[src/rtl/hdmi_proc_ctrl.sv]
// Push-button configuration controller for the HDMI pixel datapath: debounces the key,
// classifies short/long presses into a shadow mode/offset, and commits it on the vs_in rising edge.
module hdmi_proc_ctrl #(
  parameter int unsigned DEB_CYCLES  = 1485000,
  parameter int unsigned LONG_CYCLES = 74250000
) (
  input  logic       pixclk_in,
  input  logic       rst,
  input  logic       key_n,
  input  logic       vs_in,
  output logic [1:0] mode,
  output logic [3:0] offset,
  output logic       cfg_update,
  output logic       pending
);

  localparam int unsigned CNT_MAX = (DEB_CYCLES > LONG_CYCLES) ? DEB_CYCLES : LONG_CYCLES;
  localparam int unsigned CNT_W   = (CNT_MAX > 1) ? $clog2(CNT_MAX) : 1;
  localparam logic [CNT_W-1:0] DEB_LAST  = CNT_W'(DEB_CYCLES - 1);
  localparam logic [CNT_W-1:0] LONG_LAST = CNT_W'(LONG_CYCLES - 1);

  typedef enum logic [2:0] {
    S_IDLE,
    S_DEB_DN,
    S_HELD,
    S_LONG_DONE,
    S_DEB_UP
  } key_state_e;

  key_state_e       state_q, state_d;
  logic [CNT_W-1:0] cnt_q, cnt_d;
  logic             short_q, short_d;
  logic             key_meta_q, key_s_q, vs_d_q;
  logic [1:0]       sh_mode_q, sh_mode_d, mode_q;
  logic [3:0]       sh_offset_q, sh_offset_d, offset_q;
  logic             cfg_update_q, pending_q;
  logic             short_evt, long_evt, frame_edge, changed;

  // NOTE: every variable written here gets a default first, so no path can infer a latch.
  always_comb begin
    state_d   = state_q;
    cnt_d     = cnt_q;
    short_d   = short_q;
    short_evt = 1'b0;
    long_evt  = 1'b0;
    unique case (state_q)
      S_IDLE: begin
        if (!key_s_q) begin
          cnt_d   = '0;
          state_d = S_DEB_DN;
        end
      end
      S_DEB_DN: begin
        if (key_s_q) begin
          state_d = S_IDLE;
        end else if (cnt_q == DEB_LAST) begin
          cnt_d   = '0;
          state_d = S_HELD;
        end else begin
          cnt_d = cnt_q + CNT_W'(1);
        end
      end
      S_HELD: begin
        if (key_s_q) begin
          cnt_d   = '0;
          short_d = 1'b1;
          state_d = S_DEB_UP;
        end else if (cnt_q == LONG_LAST) begin
          long_evt = 1'b1;
          state_d  = S_LONG_DONE;
        end else begin
          cnt_d = cnt_q + CNT_W'(1);
        end
      end
      S_LONG_DONE: begin
        if (key_s_q) begin
          cnt_d   = '0;
          short_d = 1'b0;
          state_d = S_DEB_UP;
        end
      end
      S_DEB_UP: begin
        // A bounce back to pressed resumes the hold state the press came from.
        if (!key_s_q) begin
          cnt_d   = '0;
          state_d = short_q ? S_HELD : S_LONG_DONE;
        end else if (cnt_q == DEB_LAST) begin
          short_evt = short_q;
          state_d   = S_IDLE;
        end else begin
          cnt_d = cnt_q + CNT_W'(1);
        end
      end
      default: state_d = S_IDLE;
    endcase
  end

  always_comb begin
    sh_mode_d   = sh_mode_q;
    sh_offset_d = sh_offset_q;
    if (long_evt) begin
      sh_mode_d   = sh_mode_q + 2'd1;
      sh_offset_d = '0;
    end else if (short_evt) begin
      sh_offset_d = sh_offset_q + 4'd1;
    end
    frame_edge = vs_in & ~vs_d_q;
    changed    = (sh_mode_q != mode_q) || (sh_offset_q != offset_q);
  end

  // NOTE: sequential state uses non-blocking assignments so every register samples pre-edge values.
  always_ff @(posedge pixclk_in) begin
    if (rst) begin
      key_meta_q   <= 1'b1;
      key_s_q      <= 1'b1;
      vs_d_q       <= 1'b0;
      state_q      <= S_IDLE;
      cnt_q        <= '0;
      short_q      <= 1'b0;
      sh_mode_q    <= 2'd1;
      sh_offset_q  <= 4'd0;
      mode_q       <= 2'd1;
      offset_q     <= 4'd0;
      cfg_update_q <= 1'b0;
      pending_q    <= 1'b0;
    end else begin
      key_meta_q  <= key_n;
      key_s_q     <= key_meta_q;
      vs_d_q      <= vs_in;
      state_q     <= state_d;
      cnt_q       <= cnt_d;
      short_q     <= short_d;
      sh_mode_q   <= sh_mode_d;
      sh_offset_q <= sh_offset_d;
      pending_q   <= changed;
      // Commit reads the pre-event shadow, so a same-cycle event waits for the next frame.
      if (frame_edge) begin
        mode_q       <= sh_mode_q;
        offset_q     <= sh_offset_q;
        cfg_update_q <= changed;
      end else begin
        cfg_update_q <= 1'b0;
      end
    end
  end

  assign mode       = mode_q;
  assign offset     = offset_q;
  assign cfg_update = cfg_update_q;
  assign pending    = pending_q;

endmodule

[config.mk]
export PLATFORM = sky130hd
export DESIGN_NAME = hdmi_proc_ctrl
export DESIGN_NICKNAME = d
export VERILOG_FILES = /design/src/rtl/hdmi_proc_ctrl.sv
export SDC_FILE = /design/constraint.sdc
export NUM_CORES = 1
export LEC_CHECK = 0
export ABC_AREA = 1
export BUFFER_PORTS_ARGS = -buffer_cell sky130_fd_sc_hd__buf_2
export CORE_ASPECT_RATIO = 1.75
export CORE_UTILIZATION = 60
export DETAILED_ROUTE_END_ITERATION = 8
export PLACE_DENSITY = 0.78
export SLEW_MARGIN = 20
export SYNTH_ARGS = -nofsm -noshare
export SYNTH_HDL_FRONTEND = slang
export SYNTH_SLANG_ARGS = --single-unit
[constraint.sdc]
create_clock -name pixclk_in -period 2.2 [get_ports pixclk_in]
set_input_delay 0.55 -clock pixclk_in [delete_from_list [all_inputs] [get_ports pixclk_in]]
set_output_delay 0.55 -clock pixclk_in [all_outputs]
set_load 0.01 [all_outputs]
Word level (Yosys, flattened, before mapping)
Cells that the tools add are included.
{"block": "word_totals", "output_inout_bits": 8, "ff_bits": 48, "input_bits": 4, "word_cells": 72}
{"block": "classes", "bitwise": 3, "reduce_logical": 9, "addsub": 3, "eq_ne": 17, "mux": 28}
{"op": "$mux 27", "count": 8}
{"op": "$pmux 27 s5", "count": 1}
{"op": "$add 27x1->27 const B", "count": 1}
{"op": "$eq 27x21->1 const B", "count": 1}
{"op": "$eq 27x27->1 const B", "count": 1}
{"op": "$mux 3", "count": 8}
{"op": "$ne 3x3->1 const B", "count": 5}
{"op": "$pmux 3 s5", "count": 1}
{"op": "$mux 1", "count": 9}
{"op": "$ne 2x2->1 const B", "count": 4}
{"op": "$eq 3x2->1 const B", "count": 2}
{"op": "$reduce_and 6->1", "count": 1}
{"op": "$reduce_and 5->1", "count": 1}
{"op": "$reduce_bool 5->1", "count": 1}
{"op": "$add 4x1->4 const B", "count": 1}
{"op": "$ne 4x4->1", "count": 1}
{"op": "$reduce_or 2->1", "count": 2}
{"op": "$eq 3x1->1 const B", "count": 1}
{"op": "$eq 3x3->1 const B", "count": 1}
{"op": "$logic_not 3->1", "count": 1}
{"op": "$reduce_and 3->1", "count": 1}
{"op": "$add 2x1->2 const B", "count": 1}
{"op": "$ne 2x2->1", "count": 1}
{"op": "$not 1->1", "count": 2}
{"op": "other kinds (4)", "count": 4}

Longest topological paths before layout
Gate-level depths: netlist of the first run.
{"block": "depth", "depth_word": 5, "mapped_depth": 13, "depth_no_buf": 12}

Worst setup path after synthesis of the first run
No wires, ideal clock.
{"block": "synth_timing", "path_type": "register to register", "start": "register cnt_q[0]", "end": "register cnt_q[9]", "path_stages_with_launch": 12, "required_time_ps": 2129, "arrival_ps": 1711, "synth_period_minus_slack_ps": 1781, "n_path_buf": 2, "slack_ps": 419, "path_cell_list": "dfxtp_1 ha_1 nand2_1 nor2_4 nand2_1 nor2_1 nand3_2 buf_6 nand3_4 buf_8 nand2_2 a21oi_2"}
{"block": "synth_via", "elab_chain_len": 4, "elab_cells_between_ends": 13}
{"item": "from (decl)", "line_no": "31", "source": "logic [CNT_W-1:0] cnt_q, cnt_d;"}
{"item": "from (signal assigned)", "line_no": "131", "source": "cnt_q <= cnt_d;"}
{"item": "$add 27x1->27 / $eq 27x21->1 (equally long branches)"}
{"item": "$mux 27 (on tied branches)", "line_no": "87, 56, 68"}
{"item": "$mux 27 (on tied branches)", "line_no": "84, 54, 64"}
{"item": "$pmux 27 s5", "line_no": "46", "source": "unique case (state_q)"}
Parallel ways exist; a longest one is shown, timed or not. The select of a mux whose other input is x is not followed.
A chain may end at the register's enable or synchronous reset.

Worst setup path after layout of the first run
{"block": "layout_timing", "start": "register cnt_q[0]", "end": "register cnt_q[6]"}
Same word-level chain as after synthesis.

==> results of run 1 <==
[kinds of logic (layout without fill, tap and decap cells)]
kind of cell,after synthesis,after routing
buffers and inverters,76,97
AO/OA/AOI/OAI,59,59
adder cells (fa/ha/maj),2,2
AND/OR/NAND/NOR,316,316
XOR/XNOR,10,10
flip-flops,48,48
[registers in the layout, indices dropped and copies added, names as in the netlist]
signal and cells:
mode 2, pending 1, vs_d_q 1, sh_offset_q 4
sh_mode_q 2, offset 4, key_s_q 1, cnt_q 27
key_meta_q 1, cfg_update 1, state_q 3, short_q 1
[cell usage in the layout, fill, tap and decap left out, types with 2 or more instances in the layout]
cell      netlist  routed
nand2_1       147     147
nor2_1         59      59
inv_1          57      57
dfxtp_1        48      48
nand3_1        39      39
a21oi_1        23      23
nand4_1        22      22
o21ai_0        19      19
nor3_1         13      13
buf_4           1      13
buf_2           2      11
xor2_1         10      10
nand2_2         9       9
a21oi_2        10       9
clkbuf_8        0       6
nor2_2          6       5
inv_2           4       4
nor2_4          3       4
clkinv_1        3       3
nand3b_1        3       3
nand3_2         3       3
or2_2           3       3
a21oi_4         1       2
o211ai_1        2       2
nor3b_1         2       2
nor4_1          2       2
ha_1            2       2
[layer usage]
layer / wire length (um) / up-vias / track usage
li1: - / 1696 / -
met1: 3180 / 1559 / 0.314
met2: 4850 / 83 / 0.633
met3: 349 / 32 / 0.0604
met4: 476 / 0 / 0.216
met5: 0 / - / 0
[per-stage QoR]
stage / setup TNS, ps / util
2_1_floorplan: 0 / -
3_3_place_gp: 0 / 0.667
3_5_place_dp: 0 / 0.667
4_1_cts: 0 / 0.691
5_1_grt: -48.6 / 0.694
6_report: 0 / 0.694
[power groups by stage]
| stage | Clock (mW) | Combinational (mW) | Sequential, mW |
|---|---|---|---|
| 3_5_place_dp | 0 | 0.798 | 1.00 |
| 3_3_place_gp | 0 | 0.787 | 1.00 |
| 2_1_floorplan | 0 | 0.571 | 0.993 |
| 6_report | 0.689 | 0.823 | 0.983 |
| 5_1_grt | 0.730 | 0.876 | 0.990 |
| 4_1_cts | 0.691 | 0.801 | 0.982 |
[worst max path at each step]
stage	to	slack (ps)
final	cnt_q[6]	110
after CTS	cnt_q[11]	160
after detailed placement	cnt_q[11]	170
after floorplan	cnt_q[9]	420
after global placement	cnt_q[13]	220
after global routing	cnt_q[11]	-20
[cell type report]
type	count	area (um^2)
Inverter	64	240
Multi-Input combinational cell	387	1950
Clock inverter	2	38.8
Sequential cell	48	961
Fill cell	502	1550
Timing Repair Buffer	25	173
Clock buffer	6	82.6
Tap cell	54	67.6
[timing repair]
action,4_1_cts,5_1_grt
resized for setup,0,2
setup endpoints to repair,0,1
hold endpoints to repair,0,0
==> metrics.cfg, run 1 <==
[run_status]
status=finished, final reports clean

[drt]
drt-vias-per-instance=5.75
wire_per_inst_um=15.1
drc_errors=0
drt_wl_total_um=8860
drt_iter0_markers=173
vias=3370
detail_route.first_pass.iterations=4
drtAntennaViolNets=0

[clock_tree]
ctsLongestPathBuffers=2
cts_buffers=5
path_clk_slew_ps=90
cts_root_buf=clkbuf_8
htreeDepth=2
post-cts-setup-buffers=0
clk_latency_ps=310
clkSinkCount=48
cts_tree=yes
cts_hold_buffers=0

[power]
leakage_nw=1.47
power.share.sequential=0.394
ir_worst_vdd_mv=0.632
internal_power_mw=1.56
swShare=0.374
finalPower_mw=2.49
combPwrFrac=0.330
power.share.clock=0.276
p_sw_uw=934
power.density_nw_per_um2=711

[place]
dpl.hpwl_um=6900
numPlacedInstances=578
dpl_worst_slack_ps=173
placedInstanceArea_um2=3380
routabilityCongestion=1.02
port_buffers=11

[yosys]
synthMuxAreaShare=0
synth-xor-area-share=0.0273
ys_warn_count=0
ys_top_cells_by_count=nand2_1, nor2_1, inv_1
synthMostInstantiatedCell=nand2_1
synth_edf_count=0
synth-compound-area-share=0.112
yosysSeqAreaShare=0.300
synth_simple_gate_area_share=0.456
syn_area_um2=3210
yosys.area_share.adder=0.00780
synthesis.nets=517
ys_types=39
avgSynthCellArea_um2=6.28
post_synth_inst_count=511
synth_flop_cell=dfxtp_1
synth_area_leaders=dfxtp_1, nand2_1, nor2_1
ys_seq_elements=48
ys_async_sr_fraction=0
yosys.area.top_type=dfxtp_1
synth_top_family_by_area=simple AND/OR/NAND/NOR gates
synth_top_area_frac=0.300

[critical_path]
rr_endpoint=cnt_q[6]
regToRegStartpoint=cnt_q[0]
crit_required_ps=2390
critPathTopFamily=simple AND/OR/NAND/NOR gates
crit_cells=11
crit_path_start_kind=flop
path_class=reg -> reg
rrSetupSlack_ps=110
cp_common_cell=nand2_1
crit_path_start=cnt_q[0]
cpMaxStageDelayCell=dfxtp_1
cpPeakStageDelay_ps=390
critPathMaxFanout=8
end_kind=flop
crit_buf_inv=1
path_cells=ha_1, nand2_1, nor2_1, nand2_1, nor2_2, nand2_1, nor2_4, nor2_2, buf_4, nand2_1, a21oi_2
rr_worst_depth=11
crit_arrival_ps=2280

[global_route]
grt_pass1_wl_um=14500
antenna_found_initial=0
grt_pass1_vias=3267
grtUsageTotal=0.334
grt-ovfl-total=0
grt_max_degree=22

[die]
start_util=0.633
rows=34
core_area_um2=5060
num_io_pins=12
die_x_um=57.3
dieArea_um2=5650
die_h_um=98.7

[sta]
finalHoldViolCount=0
finClkSkew_ps=7.68
timing.final.crit_share=0.949
holdWs_ps=423
slew_violations=0
setup_viol_count_final=0
period_minus_slack_ps=2090
fmax_mhz=479
slew_headroom=0.712
tightest_slew_ps=432
worst_slack_ps=112

[layout]
stdcell_area_um2=3510
drive_gt1_frac=0.141
instances_no_fill=586
syn2layout_area_growth_pct=9.48
nNetsFinal=537
antenna-diode-count=0

[run]
maxCapViolCount=0

[min_path]
hold-path-endpoint=key_s_q
worstHoldPathType=reg -> reg
hold_depth=1
min_from=key_meta_q

No activity file was read; power rests on OpenSTA's default activity.
==> run 2, diff against run 1 <==
--- a/config.mk
+++ b/config.mk
@@ -8,9 +8,10 @@
 export ABC_AREA = 1
 export BUFFER_PORTS_ARGS = -buffer_cell sky130_fd_sc_hd__buf_2
 export CORE_ASPECT_RATIO = 1.75
+export CORE_MARGIN = 8
 export CORE_UTILIZATION = 60
 export DETAILED_ROUTE_END_ITERATION = 8
-export PLACE_DENSITY = 0.78
+export PLACE_DENSITY = 0.75
 export SLEW_MARGIN = 20
 export SYNTH_ARGS = -nofsm -noshare
 export SYNTH_HDL_FRONTEND = slang
==> constraint.sdc (replaced) <==
create_clock -name pixclk_in -period 2.15 [get_ports pixclk_in]
set_input_delay 0.5375 -clock pixclk_in [delete_from_list [all_inputs] [get_ports pixclk_in]]
set_output_delay 0.5375 -clock pixclk_in [all_outputs]
set_load 0.01 [all_outputs]
==> run 2 against run 1 <==
Fmax is 4.1% higher. Critical path depth did not move. First-iteration DRC count increased by 37%. Core utilization down 1.4 points. Die area is 42% higher. Global-route usage fell by 10 points. Sequential cell count unchanged. Non-clock buffer count increased by 6. Largest cell class unchanged.
==> metrics.cfg, run 2 (synthesized netlist as in run 1, its figures left out) <==
[layout]
syn2layout_area_growth_pct=10.4
largest_reg_flops=27
antenna-diode-count=0
fillerInstances=497
drive_gt1_frac=0.154
max_flop_register=cnt_q
final_util=0.679
final_cell_mix=nand2_1, nor2_1, inv_1, dfxtp_1, nand3_1
layout_commonest_cell=nand2_1
nNetsFinal=543

[sta]
slew_headroom=0.646
fmax_mhz=499
finalHoldViolCount=0
period_minus_slack_ps=2010
slew_violations=0
finClkSkew_ps=11.6
setup_viol_count_final=0
tightest_slew_ps=527
fin_setup_tns_ps=0
timing.final.crit_share=0.933
worst_slack_ps=144
holdWs_ps=421
rsz0062_at_grt=no

[die]
die_x_um=71.3
core_area_um2=5210
dieArea_um2=8030
num_io_pins=12
die_h_um=113
rows=35
start_util=0.615

[global_route]
grt_pass1_vias=3277
grt_max_degree=22
grtUsageTotal=0.230
antenna_found_initial=0
grt_pass1_wl_um=14800
grt-ovfl-total=0

[power]
leakage_nw=1.49
power.density_nw_per_um2=717
ir_worst_vdd_mv=0.521

[run]
maxCapViolCount=0

[drt]
drt_iter0_markers=237
wire_per_inst_um=15.3
detail_route.first_pass.iterations=5
drtAntennaViolNets=0
drt-vias-per-instance=5.73
drt_wl_total_um=9060
drc_errors=0
vias=3395

[clock_tree]
cts_root_buf=clkbuf_8
cts_buffers=5
ctsLongestPathBuffers=2
htreeDepth=2
clkSinkCount=48
path_clk_slew_ps=90
cts_tree=yes
clk_latency_ps=300

[critical_path]
path_class=reg -> reg
crit_path_start_kind=flop
critPathMaxFanout=9
end_kind=flop
crit_required_ps=2350
crit_arrival_ps=2200

[min_path]
worstHoldPathType=in -> reg

[place]
routabilityCongestion=0.973
port_buffers=11
dpl_worst_slack_ps=115
dpl.hpwl_um=7070

[run_status]
status=finished, final reports clean

==> run 2: cell types whose count changed in the layout (fill, tap and decap cells not counted) <==
cell / delta
buf_12: -1
buf_4: +7
clkbuf_8: -1
clkinv_2: +1
clkinv_4: -1
clkinvlp_4: +1
nand2_1: -1
nand2_2: +1
nor2_1: -1
nor2_2: +1
==> run 2: final timing paths <==
check        startpoint         end  slack, ps  cells after the start
max            cnt_q[0]    cnt_q[2]        140                     11
min               key_n  key_meta_q        420                      2
max reg2reg    cnt_q[0]    cnt_q[2]        140                     11
min reg2reg  key_meta_q     key_s_q        420                      1
==> run 2: report_power, final <==
group	switching (mW)	leakage [nW]	internal, mW	total [mW]
clock	0.312	0.0541	0.344	0.657
combinational	0.584	1.04	0.292	0.876
sequential	0.0653	0.390	0.942	1.01
total	0.961	1.49	1.58	2.54
==> run 2: worst max-delay path: stages, from the launching register on <==
cell	delay [ps]
dfxtp_1	380
ha_1	200
nand2_1	120
nor2_1	120
nand2_1	70
nor2_2	180
nand2_2	150
nor2_4	160
nor2_2	110
buf_4	180
o21ai_0	170
a21oi_1	60
==> run 2: stage by stage <==
stage / instances / total power [mW] / area, um^2
after detailed placement: 582 / 1.82 / 3390
after CTS: 590 / 2.48 / 3500
after floorplan: 511 / 1.60 / 3210
after global routing: 593 / 2.67 / 3540
final: 593 / 2.54 / 3540
after global placement: 582 / 1.80 / 3390
==> run 2: area by class of cell <==
type	count	area, um^2	share of cell area
clock inverter	3	42.5	0.0120
tap	55	68.8	0.0194
inverter	64	240	0.0679
clock buffer	5	68.8	0.0194
timing repair buffer	31	205	0.0580
multi-input combinational	387	1950	0.552
sequential	48	961	0.271
==> run 2: repair_timing <==
item                                    4_1_cts  5_1_grt
buffers inserted                              0        3
hold buffers                                  0        0
resized for setup                             0        4
hold endpoints to repair                      0        0
endpoints found under the setup margin        0       11
==> run 2: per-layer routing <==
metal / vias to the layer above / part of all wire / GRT usage
li1: 1696 / - / -
met1: 1546 / 0.36 / 0.214
met2: 114 / 0.55 / 0.443
met3: 39 / 0.040 / 0.0399
met4: 0 / 0.049 / 0.138
met5: - / 0 / 0
